<file path="config.mk">
export PLATFORM = sky130hd
export DESIGN_NAME = dmem_master
export DESIGN_NICKNAME = d
export VERILOG_FILES = /design/src/rtl/riscv_mem_pkg.sv /design/src/rtl/mem_lane_align.sv /design/src/rtl/dmem_master.sv
export SDC_FILE = /design/constraint.sdc
export NUM_CORES = 1
export LEC_CHECK = 0
export CAP_MARGIN = 20
export CORE_ASPECT_RATIO = 0.6
export CORE_MARGIN = 1.5
export CORE_UTILIZATION = 37
export DETAILED_ROUTE_END_ITERATION = 6
export PLACE_DENSITY = 0.77
export RECOVER_POWER = 50
export SLEW_MARGIN = 25
export SYNTH_ARGS = -nofsm -noshare
export SYNTH_HDL_FRONTEND = slang
export SYNTH_SLANG_ARGS = --single-unit
</file>
<file path="constraint.sdc">
create_clock -name clk -period 1.61 [get_ports clk]
set_input_delay 0.161 -clock clk [delete_from_list [all_inputs] [get_ports clk]]
set_output_delay 0.161 -clock clk [all_outputs]
set_load 0.05 [all_outputs]
</file>
<file path="src/rtl/riscv_mem_pkg.sv">
// Shared types and decode helpers for the data-memory initiator.
package riscv_mem_pkg;

  typedef enum logic [3:0] {
    MEM_NONE = 4'd0,
    MEM_LB   = 4'd1,
    MEM_LH   = 4'd2,
    MEM_LW   = 4'd3,
    MEM_LBU  = 4'd4,
    MEM_LHU  = 4'd5,
    MEM_SB   = 4'd6,
    MEM_SH   = 4'd7,
    MEM_SW   = 4'd8
  } mem_op_t;

  typedef enum logic [2:0] {
    IDLE    = 3'd0,
    LD_WAIT = 3'd1,
    RMW_RD  = 3'd2,
    RMW_WR  = 3'd3,
    ACK     = 3'd4
  } state_t;

  function automatic logic is_load(input mem_op_t op);
    return (op == MEM_LB) || (op == MEM_LH) || (op == MEM_LW) ||
           (op == MEM_LBU) || (op == MEM_LHU);
  endfunction

  function automatic logic is_store(input mem_op_t op);
    return (op == MEM_SB) || (op == MEM_SH) || (op == MEM_SW);
  endfunction

  function automatic logic is_misaligned(input mem_op_t op, input logic [1:0] off);
    logic half_s;
    logic word_s;
    half_s = (op == MEM_LH) || (op == MEM_LHU) || (op == MEM_SH);
    word_s = (op == MEM_LW) || (op == MEM_SW);
    return (half_s && off[0]) || (word_s && (off != 2'b00));
  endfunction

endpackage

</file>
<file path="src/rtl/mem_lane_align.sv">
// Little-endian lane handling: load extract with sign/zero extension and
// sub-word store merge into the word read back from RAM.
module mem_lane_align
  import riscv_mem_pkg::*;
(
  input  mem_op_t     op,
  input  logic [1:0]  byte_off,
  input  logic [31:0] rdata,
  input  logic [15:0] wdata,
  output logic [31:0] load_data,
  output logic [31:0] store_word
);

  logic [31:0] shifted_s;
  logic [31:0] mask_s;
  logic [31:0] insert_s;

  // Extract/merge for the addressed lane(s); only aligned accesses reach here.
  always_comb begin
    shifted_s = rdata >> {byte_off, 3'b000};
    mask_s    = 32'h0000_0000;
    insert_s  = 32'h0000_0000;
    load_data = 32'h0000_0000;
    case (op)
      MEM_LB:  load_data = {{24{shifted_s[7]}}, shifted_s[7:0]};
      MEM_LBU: load_data = {24'h00_0000, shifted_s[7:0]};
      MEM_LH:  load_data = {{16{shifted_s[15]}}, shifted_s[15:0]};
      MEM_LHU: load_data = {16'h0000, shifted_s[15:0]};
      MEM_LW:  load_data = shifted_s;
      MEM_SB: begin
        mask_s   = 32'h0000_00FF << {byte_off, 3'b000};
        insert_s = {24'h00_0000, wdata[7:0]} << {byte_off, 3'b000};
      end
      MEM_SH: begin
        mask_s   = 32'h0000_FFFF << {byte_off[1], 4'b0000};
        insert_s = {16'h0000, wdata} << {byte_off[1], 4'b0000};
      end
      default: load_data = 32'h0000_0000;
    endcase
    store_word = (rdata & ~mask_s) | (insert_s & mask_s);
  end

endmodule

</file>
<file path="src/rtl/dmem_master.sv">
// Load/store initiator for a single-port word RAM: one request at a time,
// sub-word stores by read-modify-write, PC stalled until the response.
module dmem_master
  import riscv_mem_pkg::*;
#(
  parameter int ADDR_W = 12,
  parameter int DATA_W = 32
) (
  input  logic              clk,
  input  logic              nRst,
  input  logic              req_valid,
  input  logic [3:0]        req_op,
  input  logic [31:0]       req_addr,
  input  logic [DATA_W-1:0] req_wdata,
  output logic              stall,
  output logic              resp_valid,
  output logic [DATA_W-1:0] load_data,
  output logic              err,
  output logic [ADDR_W-1:0] address_DM,
  output logic              read_enable,
  output logic              write_enable,
  output logic [DATA_W-1:0] data_in,
  input  logic [DATA_W-1:0] data_out
);

  state_t            state_q, state_d;
  mem_op_t           op_q, op_d;
  logic [ADDR_W-1:0] addr_q, addr_d;
  logic [15:0]       wdata_q, wdata_d;

  mem_op_t           req_op_s;
  logic              accept_s;
  logic [31:0]       align_load_s;
  logic [31:0]       align_store_s;
  logic              unused_s;

  assign unused_s = ^req_addr[31:ADDR_W];

  mem_lane_align u_align (
    .op         (op_q),
    .byte_off   (addr_q[1:0]),
    .rdata      (data_out),
    .wdata      (wdata_q),
    .load_data  (align_load_s),
    .store_word (align_store_s)
  );

  // Next state, request latch and RAM/core-side outputs.
  always_comb begin
    req_op_s     = mem_op_t'(req_op);
    accept_s     = req_valid && (is_load(req_op_s) || is_store(req_op_s));
    state_d      = state_q;
    op_d         = op_q;
    addr_d       = addr_q;
    wdata_d      = wdata_q;
    stall        = 1'b0;
    resp_valid   = 1'b0;
    load_data    = '0;
    err          = 1'b0;
    address_DM   = '0;
    read_enable  = 1'b0;
    write_enable = 1'b0;
    data_in      = '0;
    case (state_q)
      IDLE: begin
        if (accept_s) begin
          op_d    = req_op_s;
          addr_d  = req_addr[ADDR_W-1:0];
          wdata_d = req_wdata[15:0];
          stall   = 1'b1;
          if (is_misaligned(req_op_s, req_addr[1:0])) begin
            state_d = ACK;
          end else begin
            address_DM = {req_addr[ADDR_W-1:2], 2'b00};
            if (req_op_s == MEM_SW) begin
              write_enable = 1'b1;
              data_in      = req_wdata;
              state_d      = ACK;
            end else if (is_store(req_op_s)) begin
              read_enable = 1'b1;
              state_d     = RMW_RD;
            end else begin
              read_enable = 1'b1;
              state_d     = LD_WAIT;
            end
          end
        end else begin
          state_d = IDLE;
        end
      end
      LD_WAIT: begin
        resp_valid = 1'b1;
        load_data  = align_load_s;
        state_d    = IDLE;
      end
      RMW_RD: begin
        stall        = 1'b1;
        address_DM   = {addr_q[ADDR_W-1:2], 2'b00};
        write_enable = 1'b1;
        data_in      = align_store_s;
        state_d      = ACK;
      end
      ACK: begin
        resp_valid = 1'b1;
        err        = is_misaligned(op_q, addr_q[1:0]);
        state_d    = IDLE;
      end
      default: state_d = IDLE;
    endcase
    // Reset must silence the RAM immediately, including the request-driven accept cycle.
    if (!nRst) begin
      stall        = 1'b0;
      resp_valid   = 1'b0;
      load_data    = '0;
      err          = 1'b0;
      address_DM   = '0;
      read_enable  = 1'b0;
      write_enable = 1'b0;
      data_in      = '0;
    end else begin
      state_d = state_d;
    end
  end

  // State and request-latch registers.
  always_ff @(posedge clk or negedge nRst) begin
    if (!nRst) begin
      state_q <= IDLE;
      op_q    <= MEM_NONE;
      addr_q  <= '0;
      wdata_q <= 16'h0000;
    end else begin
      state_q <= state_d;
      op_q    <= op_d;
      addr_q  <= addr_d;
      wdata_q <= wdata_d;
    end
  end

endmodule

</file>
# After elaboration in Yosys (flattened, before gate mapping)
# Cells that the tools add are included.
# word_totals
register_bits	35
input_bits	103
output_inout_bits	81
word_cells	93
# classes
eq_ne	19
n_shift	5
n_mux	36
bitwise	4
n_reduce_logical	25
# ops
op	n
two-way mux 32 bit	6
one-hot mux 32 bit (2 select lines)	3
one-hot mux 32 bit (5 select lines)	1
bitwise AND 32 bit	2
two-way mux 12 bit	3
equality test 4 x 3 -> 1 bit, second input constant	8
NOT 32 bit	1
OR 32 bit	1
left shift 16 x 5 -> 32 bit	1
left shift 16 x 5 -> 32 bit, first input constant	1
left shift 8 x 5 -> 32 bit	1
left shift 8 x 5 -> 32 bit, first input constant	1
>> shifter 32 x 5 -> 32 bit	1
one-hot mux 12 bit (2 select lines)	1
equality test 4 x 2 -> 1 bit, second input constant	4
logical OR 1 bit	15
two-way mux 1 bit	15
two-way mux 3 bit	3
equality test 4 x 1 -> 1 bit, second input constant	2
equality test 4 bit, second input constant	2
one-hot mux 3 bit (2 select lines)	1
logical AND 1 bit	5
one-hot mux 1 bit (2 select lines)	2
nonzero test 2 bit	2
7 further kinds	7

# Logic depth before layout (Yosys ltp)
# Gate-level depths: netlist (run 1).
# depth
ltp_word	10
mapped_depth	8
mapped_depth_nobuf	4

# By module
# Synthesis (run 1) repeated with hierarchy kept, for this count alone.
# hier_totals
hier_cells	389
hier_area_um2	3827.4
# by_module_without_submodules
module	n_inst	cells_per_inst	area_per_inst_um2
dmem_master	1	207	2308.5
mem_lane_align	1	182	1519.0

# Worst setup path after synthesis (run 1)
# OpenSTA, ideal clock, no wires.
# synth_timing
kind	reg-to-output
startpoint	reg state_q[2]
endpoint	out load_data[6]
t_arrival_ns	2.506
required_time_ns	1.449
slack_ns	-1.057
path_stages_with_launch	7
n_path_buf	2
path_cell_list	dfrtp_1 buf_6 and4bb_2 and2b_1 nand3_1 buf_2 a211oi_1
# synth_via
elab_chain_len	3
# synth_rtl
element	line_no	source
from (decl)	dmem_master.sv:26	state_t state_q, state_d;
from (signal assigned)	dmem_master.sv:133	state_q <= state_d;
equality test 3 x 1 -> 1 bit	dmem_master.sv:64	case (state_q)
two-way mux 32 bit	dmem_master.sv:64	
two-way mux 32 bit	dmem_master.sv:111	if (!nRst) begin
to (decl)	dmem_master.sv:17	output logic [DATA_W-1:0] load_data,
# Every way passes these cells.

# Worst setup path after layout (run 1)
# layout_timing
startpoint	reg state_q[2]
endpoint	out data_in[13]
# layout_via
elab_chain_len	3
word_cells_on_any_way	4
cone_classes	eq/ne: 1; mux: 2; reduce/logical: 1
# layout_rtl
element	line_no	source
equality test 3 x 2 -> 1 bit / logical NOT 3 bit (equally long branches)	dmem_master.sv:64	
one-hot mux 32 bit (2 select lines) (*)	dmem_master.sv:64	
two-way mux 32 bit (*)	dmem_master.sv:111	
to (decl)	dmem_master.sv:22	output logic [DATA_W-1:0] data_in,
# Mark *: on every way between the ends. The rest lies on a longest branch, timed or not.

==> metrics.md, run 1 <==
| Metric | Value |
|---|---|
| Max-cap violations | 0 |
| Period minus WS final | 2.73 ns |
| Core ar. | 0.00926 mm2 |
| EDFF count, synth | 0 |
| Antenna violations before repair | 3 |
| Via count of the first global-routing pass | approximately 5800 |
| Layout area overhead | 151% |
| Nets | 788 |
| Final clock skew | 0.00729 ns |
| Share of cells above drive strength 1 | around three fifths |
| Via count | 6118 |
| Clk pwr share | 21.8% |
| Reg area | 886 um2 |
| HP Class | primary input to flip-flop |
| Power Density | between 700 and 800 mW/mm2 |
| # H-tree levels | 2 |
| Wirelength per Cell | between 30 and 40 um |
| Post-synthesis cell type count | 60 |
| Clk_lat worst skew | about 0.31 ns |
| IO Port Bufs | around 160 |
| Crit Reg-Reg Startpoint | state_q[0] |
| GRT overflow | 0 |
| TritonCTS Buffers | 5 |
| Clk slew on worst S/H paths | roughly 0.060 ns |
| Post-Syn Area | around 0.0036 mm2 |
| Warning count from the yosys run | 0 |
| Critical path endpoint category | output port |
| Final Hold Viols | 0 |
| Worst-path fanout max | 8 |
| CTS root buffer | clkbuf_16 |
| Post-route ant nets | 0 |
| DP Worst Slack | -0.857 ns |
| Pleak | 3.50 nW |
| Setup crit start kind | flip-flop |
| Tot GR Track Use | a little under half |
| Req. time, crit path | ~1.5 ns |
| GPL Wtd Cong | ~0.90 |
| Predominant post-synthesis flop cell | dfrtp_1 |
| Max rail drop VDD | about 0.66 mV |
| Critical hold path startpoint | req_addr[0] |
| Reg2reg path depth | 9 |
| Synthesized flop and latch total | 35 |
| Gate Count Post-Synth | 411 |
| Drt via density | roughly 7.5 |
| Internal power | roughly 3.6 mW |
| RSZ-0062 raised after global routing | true |
| Starting Density | between 30% and 40% |
| Reg2Reg Setup Slack | -0.62 ns |
| Switch share | approximately 43% |
| CTS tree | yes |
| Rel. slew slack | 32.2% |
| Most frequent cells in the layout | buf_12, buf_4, clkdlybuf4s50_1 |
| Fill cells | between 150 and 200 |
| Sequential power share | about a quarter |
| DR pass1 iterations | 7 |
| Post-Route WL | a little under 30 mm |
| Run status | complete, but fails checks |
| Fmax | 0.366 GHz |
| Num rows | 27 |
| Setup violators final | roughly 110 |
| Failing checks | design-rule violations, negative setup slack |
| Die ar. | about 0.01 mm2 |
| Critical setup path kind | flip-flop to output port |
| IO Count | around 180 |
| Fin area | between 0.008 and 0.009 mm2 |
| Worst-Margin Slew | around 1.0 ns |
| Final worst-path cycle share | 170% |
| Largest net degree at the start of global routing | 31 |
| First DRT Iteration DRCs | 1442 |
| Placement Cell Area | 0.00760 mm2 |
| First-pass GRT wire length | between 30 and 40 mm |
| Die height | between 70 and 80 um |
| Total DRC errors in the routed layout | 32 |
| Max Slew Vio Count | 0 |
| Async SR Flop Fraction | 100% |
| Mapped Avg Cell Area | approximately 8.6 um2 |
| Setup ws final | -1.12 ns |
| Most common cell after layout, fill and taps aside | buf_12 |
| Power share of the combinational group | between 50% and 60% |
| WHS Endpoint | state_q[1] |
| DP HPWL | roughly 14 mm |
| Seq/Total Area, Yosys | 24.7% |
| Hold path depth | 3 |
| Footprint of the multi-input gates | 0.00377 mm2 |
| Psw | between 2 and 3 mW |
| R2r endpoint | addr_q[6] |
| # clock sinks | 35 |
| WP data arrival | 2.57 ns |
| Chip width | roughly 130 um |
| Maximum clock path buffer count | 2 |
cell usage after synthesis (2+ instances only):
cell type  instances  share of area (%)
nor3_1             2               0.28
nand2b_1           4               0.70
a21oi_2            8                2.0
nor3b_1            2               0.42
clkbuf_1          12                1.3
a211oi_1          15                3.2
nor2b_1           10                1.8
buf_6              7                2.2
and4b_1            3               0.85
o21ai_0           15                2.1
nand2_1           42                4.4
buf_1              2               0.21
mux2i_1           19                5.4
buf_2             10                1.4
a221o_1           16                4.5
and2_1            27                4.8
dfrtp_1           35                 25
nor4b_1            2               0.49
nor3b_2            2               0.70
o2bb2ai_1          4               0.99
mux2_2            30                9.5
a21oi_1            7               0.99
or3b_2             2               0.49
nand3_1           31                4.4
nand3b_1           2               0.42
a31oi_1           14                2.5
inv_1              3               0.32
and3_1             3               0.53
nor2_1            21                2.2
buf_4              5                1.1
a22o_1            26                6.4
or4_1              2               0.42
critical path, cell delays in order, from the launching register on:
cell and delay (ns):
dfrtp_2 0.45, buf_6 0.15, buf_4 0.14, nand4bb_4 0.26
a21oi_2 0.55, and2_1 0.36, a221o_2 0.20, buf_12 0.14
stage by stage:
step	hold slack (ns)	util [%]	power (mW)	TNS [ns]	std cells
CTS	0.00945	93.3	5.56	-59.50	804
floorplan	-0.135	-	2.61	-28.30	412
global route	0.354	96.2	6.31	-80.86	818
global placement	0.253	82.1	3.63	-62.12	766
finish	0.363	96.2	6.27	-78.46	818
detailed placement	0.263	82.1	3.76	-63.68	766
state kept, by name, summed over array words and instances, names as in the netlist:
signal,cells
op_q,4
state_q,3
wdata_q,16
addr_q,12
final cells by class:
| type | count | share of cell area, % |
|---|---|---|
| Timing Repair Buffer | 301 | 43.5 |
| Multi-Input combinational cell | 339 | 42.4 |
| Sequential cell | 35 | 9.95 |
| Tap cell | 130 | 1.83 |
| Clock buffer | 5 | 1.41 |
| Clock inverter | 3 | 0.759 |
| Inverter | 3 | 0.126 |
| Antenna cell | 2 | 0.0562 |
power groups by stage:
stage                     clock [mW]  sequential [mW]  combinational, mW
after floorplan                    0             1.27               1.34
after global placement             0             1.33               2.30
after detailed placement           0             1.37               2.39
after CTS                       1.30             1.39               2.87
after global routing            1.40             1.47               3.44
final                           1.37             1.49               3.42
per-layer routing:
metal / global-route usage (%) / vias up / wire [um]
li1: - / 2100 / -
met1: 56.6 / 2820 / 9560
met2: 76.8 / 826 / 12000
met3: 12.2 / 370 / 4590
met4: 26.0 / 2 / 3270
met5: 0 / - / 27
what timing repair did:
item / CTS / global route
resized for setup: 127 / 37
setup buffers: 28 / 16
setup endpoints to repair: 111 / 112
endpoints found under the hold margin: 7 / 0
pin swaps: 34 / 36
hold buffers: 1 / 0
gates cloned: 4 / 4
logic make-up (layout without fill, tap and decap cells):
group                  count (synthesis)  in the layout  share of synthesized area [%]
flip-flops                            35             35                           24.7
AO/OA/AOI/OAI                        113            113                           25.3
other                                  1              4                          0.106
buffers and inverters                 41            312                           7.04
multiplexers                          50             50                           15.2
AND/OR/NAND/NOR                      170            173                           27.5
XOR/XNOR                               1              1                          0.247
worst max path at each step:
stage | from | end | slack [ns] | cells past startpoint
final | state_q[2] | data_in[13] | -1.12 | 7
after global routing | state_q[2] | data_in[13] | -1.18 | 7
after CTS | addr_q[1] | data_in[11] | -0.68 | 6
after detailed placement | req_op[0] | address_DM[8] | -0.86 | 6
after global placement | req_op[0] | address_DM[9] | -0.80 | 6
after floorplan | state_q[2] | load_data[6] | -0.37 | 6
Power figures use the tool's default switching activity.
==> inputs of run 2 (changes only) <==
--- a/config.mk
+++ b/config.mk
@@ -7,12 +7,12 @@
 export LEC_CHECK = 0
 export CAP_MARGIN = 20
 export CORE_ASPECT_RATIO = 0.6
-export CORE_MARGIN = 1.5
-export CORE_UTILIZATION = 37
+export CORE_MARGIN = 5
+export CORE_UTILIZATION = 38
 export DETAILED_ROUTE_END_ITERATION = 6
 export PLACE_DENSITY = 0.77
 export RECOVER_POWER = 50
-export SLEW_MARGIN = 25
 export SYNTH_ARGS = -nofsm -noshare
 export SYNTH_HDL_FRONTEND = slang
+export SYNTH_HIERARCHICAL = 1
 export SYNTH_SLANG_ARGS = --single-unit
==> metrics.md, run 2 <==
| Metric | Value |
|---|---|
| EDFF count, synth | 0 (unchanged) |
| Mapped Avg Cell Area | 9.84 um2 (+14%) |
| GRT met3 Usage | 9.60% (-2.6 points) |
| Layout area overhead | 120% |
| Max FFs per register | 16 (unchanged) |
| Worst-path fanout max | 8 (unchanged) |
| Setup crit start kind | flip-flop |
| CTS root buffer | clkbuf_16 |
| Nets | 733 (-7.0%) |
| Max Slew Vio Count | 0 (unchanged) |
| Worst-Margin Slew | 0.725 ns (-0.291 ns) |
| Pleak | 3.70 nW (+5.5%) |
| GR Layer Usage met2 | 59.4% (-17 points) |
| First DRT Iteration DRCs | 714 (-50%) |
| Starting Density | 38.9% (+0.50 points) |
| First-pass GRT wire length | 33.4 mm (-6.5%) |
| DR pass1 iterations | 7 (unchanged) |
| Ant. Diodes | 0 (-2) |
| Period minus WS final | 2.42 ns (-0.313 ns) |
| Power Density | 801 mW/mm2 (+14%) |
| Largest net degree at the start of global routing | 33 (+6.5%) |
| Die height | 87.7 um (+11%) |
| Total Power | 6.74 mW (+7.4%) |
| IO Count | 184 (unchanged) |
| Req. time, crit path | 1.45 ns (about the same) |
| Top cells by count, synth | mux2_2, dfrtp_1, and2_1 |
| CTS tree | yes |
| Run status | complete, but fails checks |
| Failing checks | negative setup slack |
| # clock sinks | 35 (unchanged) |
| Footprint of the multi-input gates | 0.00365 mm2 (-3.2%) |
| Reg area | 882 um2 (-0.42%) |
| DP HPWL | 13.1 mm (-3.5%) |
| Maximum clock path buffer count | 2 (unchanged) |
| Most common cell after layout, fill and taps aside | clkdlybuf4s50_1 |
| Post-Route WL | 24.4 mm (-17%) |
| Post-synthesis cell type count | 60 (unchanged) |
| Via count of the first global-routing pass | 5362 (-7.6%) |
| Setup violators final | 111 (unchanged) |
| IO Port Bufs | 161 (unchanged) |
| TritonCTS Buffers | 5 (unchanged) |
| Largest regs | wdata_q x16, addr_q x12, op_q x4 |
| Antenna violations before repair | 1 (-2) |
| Placed Instances | 724 (-5.5%) |
| Num rows | 28 (+3.7%) |
| Most frequent cells in the layout | clkdlybuf4s50_1, buf_12, buf_4 |
| Rel. slew slack | 51.6% (+19 points) |
| Via count | 5283 (-14%) |
| Chip width | 140 um (+7.8%) |
| Share of cells above drive strength 1 | 66.4% (+4.7 points) |
| Max-cap violations | 0 (unchanged) |
| Cell taking the most area after synthesis | dfrtp_1 |
| Wirelength per Cell | 31.8 um (-12%) |
| Final worst-path cycle share | 150% (-19 points) |
| Synthesized flop and latch total | 35 (unchanged) |
| Largest Register | wdata_q |
| Fmax | 0.413 GHz (+13%) |
| Critical setup path kind | flip-flop to output port |
| Seq/Total Area, Yosys | 22.9% (-1.8 points) |
| Max rail drop VDD | 1.10 mV (+67%) |
| # H-tree levels | 2 (unchanged) |
| Die ar. | 0.0122 mm2 (+20%) |
| Final clock skew | 0.0140 ns (+0.00667 ns) |
| Async SR Flop Fraction | 100% (unchanged) |
| Critical path endpoint category | output port |
| Synth top area cells | dfrtp_1, mux2_2, a22o_2 |
| Met1 Use GR | 43.4% (-13 points) |
| Post-route ant nets | 0 (unchanged) |
| Layout Cells excl Fill | 766 (-6.4%) |
| Clk slew on worst S/H paths | 0.07 ns (about the same) |
| Most common cell in the netlist | mux2_2 |
| RSZ-0062 raised after global routing | true |
| Predominant post-synthesis flop cell | dfrtp_1 |
| Warning count from the yosys run | 6 (+6) |
| Fin area | 0.00841 mm2 (-5.5%) |
| Fill cells | 421 (+130%) |
| Grt peak-use layer | met2 |
| GPL Wtd Cong | 0.910 (+0.70%) |
| Gate Count Post-Synth | 389 (-5.4%) |
| Area share of the largest cell type after synthesis | 22.9% (-1.8 points) |
| Placement Cell Area | 0.00703 mm2 (-7.5%) |
| GRT overflow | 0 (unchanged) |
| TNS Setup | -59.75 ns (+18.71 ns) |
| DP Worst Slack | -0.835 ns (+0.0219 ns) |
| Post-Syn Area | 0.00383 mm2 (+7.7%) |
| Drt via density | 6.90 (-7.8%) |
| WP data arrival | 2.26 ns (-0.31 ns) |
| Setup ws final | -0.811 ns (+0.313 ns) |
| HP Class | primary input to flip-flop |
| Tot GR Track Use | 35.1% (-12 points) |
| Core ar. | 0.00984 mm2 (+6.4%) |
| Clk_lat worst skew | 0.30 ns (about the same) |
| Total DRC errors in the routed layout | 0 (-100%) |
| Final Hold Viols | 0 (unchanged) |
-- run 2: cell types whose count changed after synthesis, moves of 6 or more --
cell	previous run	this run
mux2_2	30	39
and3_1	3	24
and2_1	27	34
o221ai_1	1	7
a21oi_2	8	0
a22o_1	26	17
nor2_1	21	3
a2bb2oi_1	0	7
nand2_1	42	6
a22o_2	0	26
nand3_1	31	11
a31oi_1	14	0
o211ai_1	0	9
mux2_4	0	8
-- run 2: where the power goes --
group          total, mW  internal (mW)  switching [mW]
Sequential          1.36           1.08           0.283
Clock               1.19          0.732           0.460
Combinational       4.18           2.03            2.15
-- run 2: metrics by stage --
stage / hold slack, ns / utilization (%)
2_1_floorplan: -0.135 / -
3_3_place_gp: 0.158 / 71.4
3_5_place_dp: 0.170 / 71.4
4_1_cts: 0.203 / 83.1
5_1_grt: 0.212 / 85.4
6_report: 0.205 / 85.4
-- run 2: repair_timing --
item	in CTS	in global routing
hold buffers	2	0
gates resized for setup	163	47
setup endpoints to repair	112	112
endpoints found under the hold margin	11	0
pin swaps	29	34
gates cloned	7	3
setup buffers	26	12
-- run 2: area by class of cell --
class,instances,share of cell area (%)
multi-input cells,314,43.4
repair buffers,272,42.0
flip-flops and latches,35,10.5
well taps,135,2.01
clock buffers,5,1.49
clock inverters,3,0.521
inverters,2,0.0893
-- run 2: routing by layer --
metal	share of wire (%)	routed length [um]
met1	38	9200
met2	44	10800
met3	11	2730
met4	6.7	1650
met5	0.074	18
-- run 2: worst max-delay path, stage by stage (launching register included) --
cell and delay, ns:
dfrtp_2 0.50, and4b_2 0.30, buf_4 0.19, and3_1 0.22, a221o_1 0.32, a22o_4 0.27
buf_12 0.15
-- run 2: worst paths after layout --
check	end	slack (ns)	cells after the start	from
setup / recovery	data_in[26]	-0.81	6	op_q[2]
hold / removal	op_q[3]	0.20	3	req_op[2]
setup reg to reg	wdata_q[14]	-0.21	6	state_q[1]
hold reg to reg	addr_q[7]	0.54	1	addr_q[7]
max in group asynchronous	addr_q[11]	0.22	3	nRst
min in group asynchronous	op_q[3]	0.55	3	nRst
-- run 2: logic make-up (layout without fill, tap and decap cells) --
kind of cell | Yosys count | in the layout | share of synthesized area (%)
flops | 35 | 35 | 22.9
mux | 63 | 63 | 19.1
buf+inv | 42 | 282 | 7.16
simple gates | 123 | 124 | 22.6
compound gates | 125 | 125 | 28.1
other cells | 1 | 2 | 0.0980
==> inputs of run 3 (changes only) <==
--- a/config.mk
+++ b/config.mk
@@ -7,7 +7,7 @@
 export LEC_CHECK = 0
 export CAP_MARGIN = 20
 export CORE_ASPECT_RATIO = 0.6
-export CORE_MARGIN = 5
+export CORE_MARGIN = 3
 export CORE_UTILIZATION = 38
 export DETAILED_ROUTE_END_ITERATION = 6
 export PLACE_DENSITY = 0.77
==> metrics.md, run 3 (synthesized netlist as in run 2, its figures left out) <==
| Metric | Value |
|---|---|
| Max rail drop VDD | 1.05 mV (-4.9%) |
| Critical setup path kind | flip-flop to output port |
| HP Class | primary input to flip-flop |
| Antenna violations before repair | 2 (+1) |
| Worst-Margin Slew | 0.871 ns (+0.145 ns) |
| Power share of the combinational group | 65.0% (+2.9 points) |
| Failing checks | negative setup slack |
| First-pass GRT wire length | 33.4 mm (+0.19%) |
| Psw | 3.16 mW (+9.1%) |
| TritonCTS Buffers | 5 (unchanged) |
| Critical path endpoint category | output port |
| Post-Route WL | 27.6 mm (+13%) |
| Switch share | 43.4% (+0.44 points) |
| Power Density | 827 mW/mm2 (+3.2%) |
| Reg area | 882 um2 (unchanged) |
| Via count | 5721 (+8.3%) |
| # clock sinks | 35 (unchanged) |
| Largest Register | wdata_q |
| Sequential power share | 18.7% (-1.6 points) |
| DP HPWL | 13.0 mm (-1.3%) |
| Internal power | 4.12 mW (+7.1%) |
| Post-route ant nets | 0 (unchanged) |
| DR pass1 iterations | 6 (-1) |
| Most common cell after layout, fill and taps aside | buf_12 |
| Core ar. | 0.00949 mm2 (-3.6%) |
| Total Power | 7.27 mW (+8.0%) |
| GRT overflow | 0 (unchanged) |
| Nets | 753 (+2.7%) |
| Starting Density | 40.3% (+1.4 points) |
| Rel. slew slack | 42.0% (-9.7 points) |
| Largest net degree at the start of global routing | 33 (unchanged) |
| Req. time, crit path | 1.45 ns (about the same) |
| Setup violators final | 112 (+0.90%) |
| Maximum clock path buffer count | 2 (unchanged) |
| Final Util | 92.6% (+7.2 points) |
| IO Count | 184 (unchanged) |
| Fill cells | 246 (-42%) |
| IO Port Bufs | 161 (unchanged) |
| Footprint of the multi-input gates | 0.00375 mm2 (+2.7%) |
| Wirelength per Cell | 35.2 um (+11%) |
| Clk_lat worst skew | 0.30 ns (about the same) |
| Run status | complete, but fails checks |
| Period minus WS final | 2.47 ns (+0.0512 ns) |
| Die ar. | 0.0114 mm2 (-7.3%) |
| Pleak | 3.92 nW (+6.0%) |
| Setup crit start kind | flip-flop |
| Layout Cells excl Fill | 783 (+2.2%) |
| Share of cells above drive strength 1 | 68.2% (+1.8 points) |
| Clk slew on worst S/H paths | 0.07 ns (about the same) |
| Total DRC errors in the routed layout | 0 (unchanged) |
| Via count of the first global-routing pass | 5404 (+0.78%) |
| Chip width | 136 um (-2.9%) |
| # H-tree levels | 2 (unchanged) |
| Max Slew Vio Count | 0 (unchanged) |
| RSZ-0062 raised after global routing | true |
| Final clock skew | 0.00520 ns (-0.00875 ns) |
| Die height | 83.7 um (-4.6%) |
| GPL Wtd Cong | 0.882 (-3.0%) |
| WP data arrival | 2.31 ns (+0.05 ns) |
| Final Hold Viols | 0 (unchanged) |
| First DRT Iteration DRCs | 950 (+33%) |
| Max-cap violations | 0 (unchanged) |
| Drt via density | 7.31 (+5.9%) |
| Placed Instances | 714 (-1.4%) |
| Clk pwr share | 16.3% (-1.4 points) |
| Setup ws final | -0.862 ns (-0.0512 ns) |
| Final worst-path cycle share | 154% (+3.2 points) |
| Layout area overhead | 130% |
| Largest regs | wdata_q x16, addr_q x12, op_q x4 |
| Num rows | 27 (-3.6%) |
| Most frequent cells in the layout | buf_12, clkdlybuf4s50_1, buf_4 |
| Worst-path fanout max | 8 (unchanged) |
| Max FFs per register | 16 (unchanged) |
| Fmax | 0.405 GHz (-2.1%) |
| CTS tree | yes |
| CTS root buffer | clkbuf_16 |
| Tot GR Track Use | 38.2% (+3.2 points) |
## run 3: layout make-up
class | count | area share (%)
diodes | 2 | 0.0569
clock buffers | 5 | 1.42
clock inverters | 3 | 0.498
inverters | 2 | 0.0854
multi-input cells | 316 | 42.6
flip-flops and latches | 35 | 10.0
well taps | 130 | 1.85
repair buffers | 290 | 43.4
## run 3: final timing paths
check	start	to	slack (ns)	cells past startpoint
setup / recovery	op_q[3]	data_in[28]	-0.86	7
hold / removal	req_op[2]	state_q[1]	0.21	3
setup reg to reg	state_q[2]	wdata_q[11]	-0.29	6
hold reg to reg	wdata_q[9]	wdata_q[9]	0.56	1
max in group asynchronous	nRst	op_q[1]	0.64	2
min in group asynchronous	nRst	wdata_q[0]	0.37	2
## run 3: critical path, cell delays in order, from the launching register on
cell and delay (ns):
dfrtp_2 0.45, and4b_2 0.38, buf_6 0.12, a22oi_2 0.08
buf_12 0.18, a221o_1 0.36, a22o_4 0.28, buf_12 0.14
## run 3: through the flow
stage                     TNS (ns)  hold slack, ns  area (um2)  worst slack (ns)
after floorplan             -18.86          -0.135        4280            -0.300
after global placement      -67.23           0.160        7000            -0.762
after detailed placement    -71.86           0.166        7000            -0.834
after CTS                   -46.75          0.0233        8180            -0.653
after global routing        -66.84           0.235        8790            -0.877
final                       -63.71           0.213        8790            -0.862
## run 3: power groups by stage
| stage | Sequential (mW) | Combinational (mW) | Clock, mW |
|---|---|---|---|
| after floorplan | 1.23 | 1.75 | 0 |
| after CTS | 1.27 | 3.64 | 1.13 |
| after detailed placement | 1.27 | 2.90 | 0 |
| after global routing | 1.36 | 4.76 | 1.21 |
| final | 1.36 | 4.73 | 1.18 |
| after global placement | 1.25 | 2.79 | 0 |
## run 3: per-layer routing
metal | global-route usage (%) | wire, um
met3 | 10.2 | 3660
met2 | 62.2 | 11700
met1 | 46.9 | 9590
met4 | 18.4 | 2610
met5 | 0 | 0
## run 3: repair_timing
action | 4_1_cts | 5_1_grt
buffers inserted | 30 | 22
pin swaps | 36 | 38
hold endpoints to repair | 3 | 0
hold buffers | 1 | 0
resized for setup | 149 | 91
cloned | 10 | 6
setup endpoints to repair | 112 | 114
